**config.mk**
```make
export PLATFORM = sky130hd
export DESIGN_NAME = des_block_tx_serializer
export DESIGN_NICKNAME = d
export VERILOG_FILES = /design/src/rtl/des_block_tx_serializer.sv
export SDC_FILE = /design/constraint.sdc
export NUM_CORES = 1
export LEC_CHECK = 0
export ABC_CLOCK_PERIOD_IN_PS = 3750
export BUFFER_PORTS_ARGS = -buffer_cell sky130_fd_sc_hd__buf_4
export CORE_ASPECT_RATIO = 0.8
export CORE_MARGIN = 2
export CORE_UTILIZATION = 45
export CTS_CLUSTER_DIAMETER = 200
export DETAILED_ROUTE_END_ITERATION = 10
export HOLD_SLACK_MARGIN = 0.1
export PLACE_DENSITY = 0.68
export SLEW_MARGIN = 10
export SYNTH_ARGS = -nofsm -noshare
export SYNTH_HDL_FRONTEND = slang
export SYNTH_SLANG_ARGS = --single-unit
```
**constraint.sdc**
```tcl
create_clock -name clk -period 3.75 [get_ports clk]
set_input_delay 0.375 -clock clk [delete_from_list [all_inputs] [get_ports clk]]
set_output_delay 0.375 -clock clk [all_outputs]
set_load 0.005 [all_outputs]
```
**src/rtl/des_block_tx_serializer.sv**
```systemverilog
// -----------------------------------------------------------------------------
// des_block_tx_serializer
//
// Takes one DES result block through a valid/ready handshake, cuts it into
// bytes and hands the bytes one at a time to the UART transmitter through its
// send/ready handshake. Streams ciphertext or plaintext off-board.
//
// Optional build macro: DES_SER_HEX_ASCII_EN
//   Defined   : each byte goes out as two uppercase ASCII hex characters
//               (high nibble first), followed by CR (8'h0D) and LF (8'h0A)
//               after the last byte of the block. That is 2*BLOCK_BYTES+2
//               UART transfers per block.
//   Undefined : raw binary, BLOCK_BYTES transfers per block.
//
// Parameters:
//   BLOCK_BYTES : bytes per block (8 for a 64-bit DES block)
//   MSB_FIRST   : 1 = in_data[63:56] leaves first, 0 = in_data[7:0] first
//
// Ports:
//   clk       in   system clock
//   rst       in   synchronous, active-high reset
//   in_data   in   block to transmit (8*BLOCK_BYTES bits)
//   in_valid  in   in_data valid
//   in_ready  out  serializer can accept a block
//   tx_data   out  byte/character for the UART transmitter
//   send      out  send request to the UART transmitter
//   tx_ready  in   UART transmitter idle
//   busy      out  block in progress
//   done      out  one-cycle pulse after the last transfer of a block
// -----------------------------------------------------------------------------
module des_block_tx_serializer #(
    parameter int BLOCK_BYTES = 8,
    parameter bit MSB_FIRST   = 1'b1
) (
    input  logic                       clk,
    input  logic                       rst,
    input  logic [8*BLOCK_BYTES-1:0]   in_data,
    input  logic                       in_valid,
    output logic                       in_ready,
    output logic [7:0]                 tx_data,
    output logic                       send,
    input  logic                       tx_ready,
    output logic                       busy,
    output logic                       done
);

    localparam int DATA_W = 8 * BLOCK_BYTES;
    localparam int IDX_W  = (BLOCK_BYTES > 1) ? $clog2(BLOCK_BYTES) : 1;

    typedef enum logic [2:0] {
        IDLE,
        WAIT_TX,
        SEND,
        WAIT_ACK,
        WAIT_DONE,
        FINISH
    } state_t;

    state_t             state_reg;
    logic [DATA_W-1:0]  buf_reg;
    logic [IDX_W-1:0]   idx_reg;
    logic               in_ready_reg;
    logic [7:0]         tx_data_reg;
    logic               send_reg;
    logic               busy_reg;
    logic               done_reg;

    // Byte lanes of the captured block, already in transmission order, so
    // lane[k] is always the k-th byte to leave regardless of MSB_FIRST.
    logic [7:0] lane [BLOCK_BYTES];

    generate
        for (genvar gi = 0; gi < BLOCK_BYTES; gi++) begin : g_lane
            if (MSB_FIRST) begin : g_msb
                assign lane[gi] = buf_reg[DATA_W-1-8*gi -: 8];
            end else begin : g_lsb
                assign lane[gi] = buf_reg[8*gi +: 8];
            end
        end
    endgenerate

    logic [IDX_W-1:0] idx_next;
    logic             last_byte;
    logic [7:0]       first_char;
    logic [7:0]       next_char;
    logic             more_chars;

    assign idx_next  = idx_reg + 1'b1;
    assign last_byte = (idx_reg == IDX_W'(BLOCK_BYTES - 1));

`ifdef DES_SER_HEX_ASCII_EN
    // Character position inside the block: byte index, nibble phase
    // (0 = high nibble on the line) and trailer step (0 = data,
    // 1 = CR on the line, 2 = LF on the line).
    logic       nib_reg;
    logic [1:0] trl_reg;

    function automatic logic [7:0] hex_char(input logic [3:0] n);
        return (n < 4'd10) ? (8'h30 + {4'h0, n}) : (8'h37 + {4'h0, n});
    endfunction

    assign first_char = hex_char(lane[0][7:4]);

    always_comb begin
        more_chars = 1'b1;
        next_char  = 8'h00;
        if (trl_reg == 2'd0) begin
            if (!nib_reg) begin
                next_char = hex_char(lane[idx_reg][3:0]);
            end else if (!last_byte) begin
                next_char = hex_char(lane[idx_next][7:4]);
            end else begin
                next_char = 8'h0D;
            end
        end else if (trl_reg == 2'd1) begin
            next_char = 8'h0A;
        end else begin
            more_chars = 1'b0;
        end
    end
`else
    assign first_char = lane[0];
    assign next_char  = lane[idx_next];
    assign more_chars = !last_byte;
`endif

    always_ff @(posedge clk) begin
        if (rst) begin
            state_reg    <= IDLE;
            buf_reg      <= '0;
            idx_reg      <= '0;
            in_ready_reg <= 1'b1;
            tx_data_reg  <= 8'h00;
            send_reg     <= 1'b0;
            busy_reg     <= 1'b0;
            done_reg     <= 1'b0;
`ifdef DES_SER_HEX_ASCII_EN
            nib_reg      <= 1'b0;
            trl_reg      <= 2'd0;
`endif
        end else begin
            case (state_reg)
                IDLE: begin
                    in_ready_reg <= 1'b1;
                    done_reg     <= 1'b0;
                    if (in_valid && in_ready_reg) begin
                        buf_reg      <= in_data;
                        in_ready_reg <= 1'b0;
                        busy_reg     <= 1'b1;
                        idx_reg      <= '0;
`ifdef DES_SER_HEX_ASCII_EN
                        nib_reg      <= 1'b0;
                        trl_reg      <= 2'd0;
`endif
                        state_reg    <= WAIT_TX;
                    end
                end

                WAIT_TX: begin
                    if (tx_ready) begin
                        tx_data_reg <= first_char;
                        send_reg    <= 1'b1;
                        state_reg   <= SEND;
                    end
                end

                // send stays high until the UART shows it latched the byte
                // by dropping tx_ready; a lingering send is harmless since
                // the UART ignores it outside idle.
                SEND, WAIT_ACK: begin
                    if (!tx_ready) begin
                        send_reg  <= 1'b0;
                        state_reg <= WAIT_DONE;
                    end else begin
                        state_reg <= WAIT_ACK;
                    end
                end

                WAIT_DONE: begin
                    if (tx_ready) begin
                        if (more_chars) begin
                            tx_data_reg <= next_char;
                            send_reg    <= 1'b1;
                            state_reg   <= SEND;
`ifdef DES_SER_HEX_ASCII_EN
                            if (trl_reg == 2'd0) begin
                                if (!nib_reg) begin
                                    nib_reg <= 1'b1;
                                end else if (!last_byte) begin
                                    idx_reg <= idx_next;
                                    nib_reg <= 1'b0;
                                end else begin
                                    trl_reg <= 2'd1;
                                end
                            end else begin
                                trl_reg <= 2'd2;
                            end
`else
                            idx_reg     <= idx_next;
`endif
                        end else begin
                            // done is raised on entry so it is high for
                            // exactly the one cycle spent in FINISH.
                            done_reg  <= 1'b1;
                            state_reg <= FINISH;
                        end
                    end
                end

                FINISH: begin
                    done_reg     <= 1'b0;
                    busy_reg     <= 1'b0;
                    in_ready_reg <= 1'b1;
                    state_reg    <= IDLE;
                end

                default: begin
                    state_reg <= IDLE;
                end
            endcase
        end
    end

    assign in_ready = in_ready_reg;
    assign tx_data  = tx_data_reg;
    assign send     = send_reg;
    assign busy     = busy_reg;
    assign done     = done_reg;

endmodule

```
## Word-level counts from Yosys, hierarchy flattened

Index checks and enable logic that the tools add are counted.

- Bits in registers: 82
- Input port bits: 68
- Output and inout bits: 12
- Word-level logic and storage cells: 68

- Add/subtract/negate cells: 1
- Order comparisons: 1
- Equality and inequality tests: 12
- Mux-type cells: 29
- Bitwise gates (word level): 1
- Reduce and logical (&&, ||, !) cells: 16

Operators with widths:

| operator | count |
|---|---|
| 8-bit 2-to-1 mux | 5 |
| 8-bit binary-select mux with 3-bit select | 1 |
| 3-bit 2-to-1 mux | 8 |
| 8-bit one-hot mux with 2 select lines | 1 |
| 2-bit inequality test, second input constant | 6 |
| 3-bit one-hot mux with 4 select lines | 1 |
| 3-bit equality test, second input constant | 3 |
| 1-bit 2-to-1 mux | 8 |
| 4-bit AND reduction | 2 |
| 2-bit nonzero test | 4 |
| 3-bit by 2-bit equality test with 1-bit output, second input constant | 2 |
| 1-bit one-hot mux with 2 select lines | 3 |
| 3-bit one-hot mux with 2 select lines | 1 |
| 3-bit AND reduction | 2 |
| 5-bit AND reduction | 1 |
| 4-bit greater-or-equal comparator, second input constant | 1 |
| 3-bit NOT with 4-bit output | 1 |
| 2-bit AND reduction | 2 |
| 2-bit OR reduction | 2 |
| 3-bit by 1-bit adder with 3-bit output, second input constant | 1 |
| 3-bit by 1-bit equality test with 1-bit output, second input constant | 1 |
| 3-bit logical NOT | 1 |
| 1-bit one-hot mux with 3 select lines | 1 |
| 3-bit nonzero test | 1 |
| 1-bit logical AND | 1 |

## Logic depth before layout (Yosys ltp)

- Depth in word-level cells: 8
- Depth in mapped cells: 8
- Gate-level depth less buffers: 6

## Least setup slack after synthesis

OpenSTA, ideal clock, no wires.

- Kind: flip-flop to flip-flop
- From: register idx_reg[0]
- To: register tx_data_reg[7], in the netlist tx_data[7]
- Setup time: 0.126 ns
- Data arrival time: 1.690 ns
- Required time: 3.624 ns
- Setup slack: 1.934 ns
- Cell stages (with the launch flop): 8
- Buffers on the path: 2
- Clock period less this slack: 1.816 ns
- Cell sequence: dfxtp_1 -> ha_1 -> ha_1 -> buf_2 -> buf_2 -> mux4_2 -> mux2i_1 -> o221ai_2

- Cells in the longest elaborated chain, start to end: 8
- Elaborated cells between the ends (all ways): 11
- Those cells by class: 1 x add/sub; 2 x eq/ne; 6 x mux; 1 x bitwise; 1 x reduce/logical

Ends and longest elaborated chain:

| element | line | RTL |
|---|---|---|
| start, declared | 61 | `logic [IDX_W-1:0] idx_reg;` |
| start signal, assigned | 199 | `idx_reg <= idx_next;` |
| 3-bit by 1-bit adder with 3-bit output | 88 | `assign idx_next = idx_reg + 1'b1;` |
| 3-bit NOT with 4-bit output (not written as such) | 123 | `assign next_char = lane[idx_next];` |
| 8-bit binary-select mux with 3-bit select | 123 |  |
| 8-bit 2-to-1 mux (not written as such) (2 in a row) | 123 |  |
| 8-bit 2-to-1 mux | 181 | `if (more_chars) begin` |
| 8-bit 2-to-1 mux | 180 | `if (tx_ready) begin` |
| 8-bit one-hot mux with 2 select lines | 142 | `case (state_reg)` |
| end signal, assigned | 161 | `tx_data_reg <= first_char;` |
| end signal, assigned | 182 | `tx_data_reg <= next_char;` |
| end, declared | 63 | `logic [7:0] tx_data_reg;` |

Several ways; a longest one is shown, not always the timed one. The select of a mux whose other input is x is not followed.
A chain may end at the register's enable or synchronous reset.

## Worst setup path after layout

- From: register idx_reg[0]
- To: register tx_data_reg[0], in the netlist tx_data[0]

The elaborated chain is that of the path after synthesis.

==> results.toml <==
[pwr]
power_density_nw_per_um2 = 456.1
vdd_ir_drop_max_mv = 0.2115
finalPower_mw = 2.033
power_leakage_nw = 1.720

[floorplanning]
initial_core_util_pct = 46.65
chipHeight_um = 85.36
die-area_um2 = 9023
num_io_pins = 80
num_rows = 29
die_w_um = 105.7
core_um2 = 7983

[global_route]
grt_pass1_vias = 2911
gr-total-overflow = 0
grt.total_usage_pct = 21.12
antenna_found_initial = 0
grt_pass1_wl_um = 14690
grt_max_degree = 92

[clocking]
clock_path_buffers = 2
clkTransAtPathRegs_ns = 0.09
root_buffer = "clkbuf_8"
cts_setup_buffers = 0
clkLatencyLatePin_ns = 0.36
numCtsBuffers = 9
cts-htree-levels = 3
ctsResizeCount = 0
clkSinkCount = 82
cts_tree = "yes"
ctsHoldBuffers = 0

[routing]
postRouteAntennaNets = 0
drc = 0
vias = 3103
avgViaCountPerCell = 5.295
wl_um = 9288
initialDrtViolationCount = 208
post_drt_wl_per_cell_um = 15.85
dr.pass1.iters = 5

[setup_path]
crit_path_max_incr_delay_ns = 0.86
worst-path-buf-inv = 0
end_kind = "flip-flop"
r2r-start = "idx_reg[0]"
crit_fanout = 17
crit_family = "adder cells"
reg2reg_slack_ns = 1.12
ff2ff_path_depth = 4
cp-endpoint = "tx_data[0]"
startpoint = "idx_reg[0]"
crit_chain = "ha_1 -> mux4_2 -> mux2i_1 -> o221ai_1"
crit_slowest_cell = "ha_1"
start_kind = "flip-flop"
crit_type = "reg -> reg"
required_ns = 3.96
arrival_ns = 2.84
timing.rr.end = "tx_data[0]"
path_depth = 4

[place]
hpwl_um = 6664
numPlacedInstances = 571
pre_cts_slack_ns = 1.139
gp_congestion = 0.8339
port_buffers = 79

[final_layout]
syn_to_final_growth_pct = 19.69
nFillCells = 747
drive_gt1_share_pct = 24.69
layout.nets = 544
n_antenna_cell = 0
largest_reg_flops = 64
fin_cells = 586

[synth]
synth_edf_count = 0
synth_cell_types = 34
ys_seq_area_share_pct = 44.09
synth_area_um2 = 3724
ys.flop_type = "dfxtp_1"
synth_warnings = 0
synth_nets = 488
synthArstFlopShare_pct = 0
syn-instance-count = 418
ys_seq_elements = 82
synth.avg_cell_area_um2 = 8.908

[timing]
relSlewSlack_pct = 24.98
drv_slew = 0
fin_crit_ns = 2.633
worst_slew_pin_slew_ns = 1.121
fin_ws_ns = 1.117
setup_viol = 0
fmax_mhz = 379.8
hold_ws_ns = 0.2477
post-route-period-util_pct = 70.21
tns_ns = 0
skew_ns = 0.01350
rsz0062_at_grt = "false"
finalHoldViolations = 0

[hold_path]
hold_class = "in -> reg"

[status]
status = "complete, no violations"

[job]
maxCapViolCount = 0
synth_stat cells, drive strengths merged (3+ instances only):
| cell type | number | area, um^2 |
|---|---|---|
| nand4b | 8 | 70.07 |
| nand2b | 10 | 62.56 |
| a21oi | 74 | 370.4 |
| mux2i | 9 | 90.09 |
| and3b | 3 | 26.28 |
| clkbuf | 11 | 41.29 |
| nand2 | 133 | 509.2 |
| dfxtp | 82 | 1642 |
| nor2 | 9 | 50.05 |
| buf | 24 | 188.9 |
| nor2b | 4 | 25.02 |
| mux4 | 16 | 360.4 |
| o21ai | 7 | 35.03 |
| o221ai | 9 | 85.08 |
layout by cell type (no fill, tap or decap), types with 3 or more instances in the layout:
master / instances
nand2_1: 131
dfxtp_1: 82
buf_4: 79
a21oi_1: 74
mux4_2: 16
nand2b_1: 10
mux2i_1: 9
clkbuf_8: 9
nor2_1: 8
nand4b_1: 8
o221ai_1: 8
o21ai_0: 7
nor2b_1: 4
and3b_1: 3
power breakdown:
| part | leakage [nW] | switching, mW | total (mW) | internal (mW) |
|---|---|---|---|---|
| clock | 0.110 | 0.328 | 0.703 | 0.375 |
| combinational | 0.940 | 0.171 | 0.322 | 0.151 |
| sequential | 0.670 | 0.0652 | 1.01 | 0.943 |
| total | 1.72 | 0.564 | 2.03 | 1.47 |
tightest hold or removal path: cells and delay by family:
family,cells,cell delay (ns)
AOI/OAI and AO/OA,1,0.05
buffers and inverters,1,0.11
and+or+nand+nor,1,0.04
routing by layer:
metal	track usage, %	routed length, um	vias to the layer above
met4	4.665	74	0
met2	32.61	4141	99
met3	5.914	663	8
met1	29.73	4410	1447
li1	-	-	1549
met5	0	0	-
how the worst min path moves through the flow:
stage           startpoint     endpoint  slack (ns)  cells after the start
6_report       in_data[16]  buf_reg[16]        0.25                      3
3_5_place_dp   buf_reg[24]  buf_reg[24]        0.45                      2
5_1_grt        in_data[16]  buf_reg[16]        0.24                      3
4_1_cts        in_data[16]  buf_reg[16]        0.24                      3
3_3_place_gp    idx_reg[1]   idx_reg[1]        0.45                      2
2_1_floorplan  buf_reg[16]  buf_reg[16]        0.43                      2
kinds of logic (layout without fill, tap and decap cells):
kind of cell / Yosys count / count (layout) / synth area share [%]
mux: 25 / 25 / 12.10
fa+ha+maj: 2 / 2 / 0.6719
buf+inv: 37 / 97 / 6.384
compound gates: 96 / 96 / 14.45
simple gates: 176 / 176 / 22.31
flops: 82 / 82 / 44.09
layout make-up:
class | instances | area, um^2 | area share (%)
inverters | 2 | 7.507 | 0.1684
clock buffers | 9 | 123.9 | 2.779
repair buffers | 80 | 613.1 | 13.76
well taps | 108 | 135.1 | 3.032
multi-input cells | 299 | 1844 | 41.38
flip-flops and latches | 82 | 1642 | 36.83
clock inverters | 6 | 91.34 | 2.049
per-stage QoR:
step	util, %	area (um^2)
finish	55.83	4457
global route	55.83	4457
CTS	55.83	4457
detailed placement	53.13	4242
global placement	53.13	4242
floorplan	-	3724
Power figures use the tool's default switching activity.
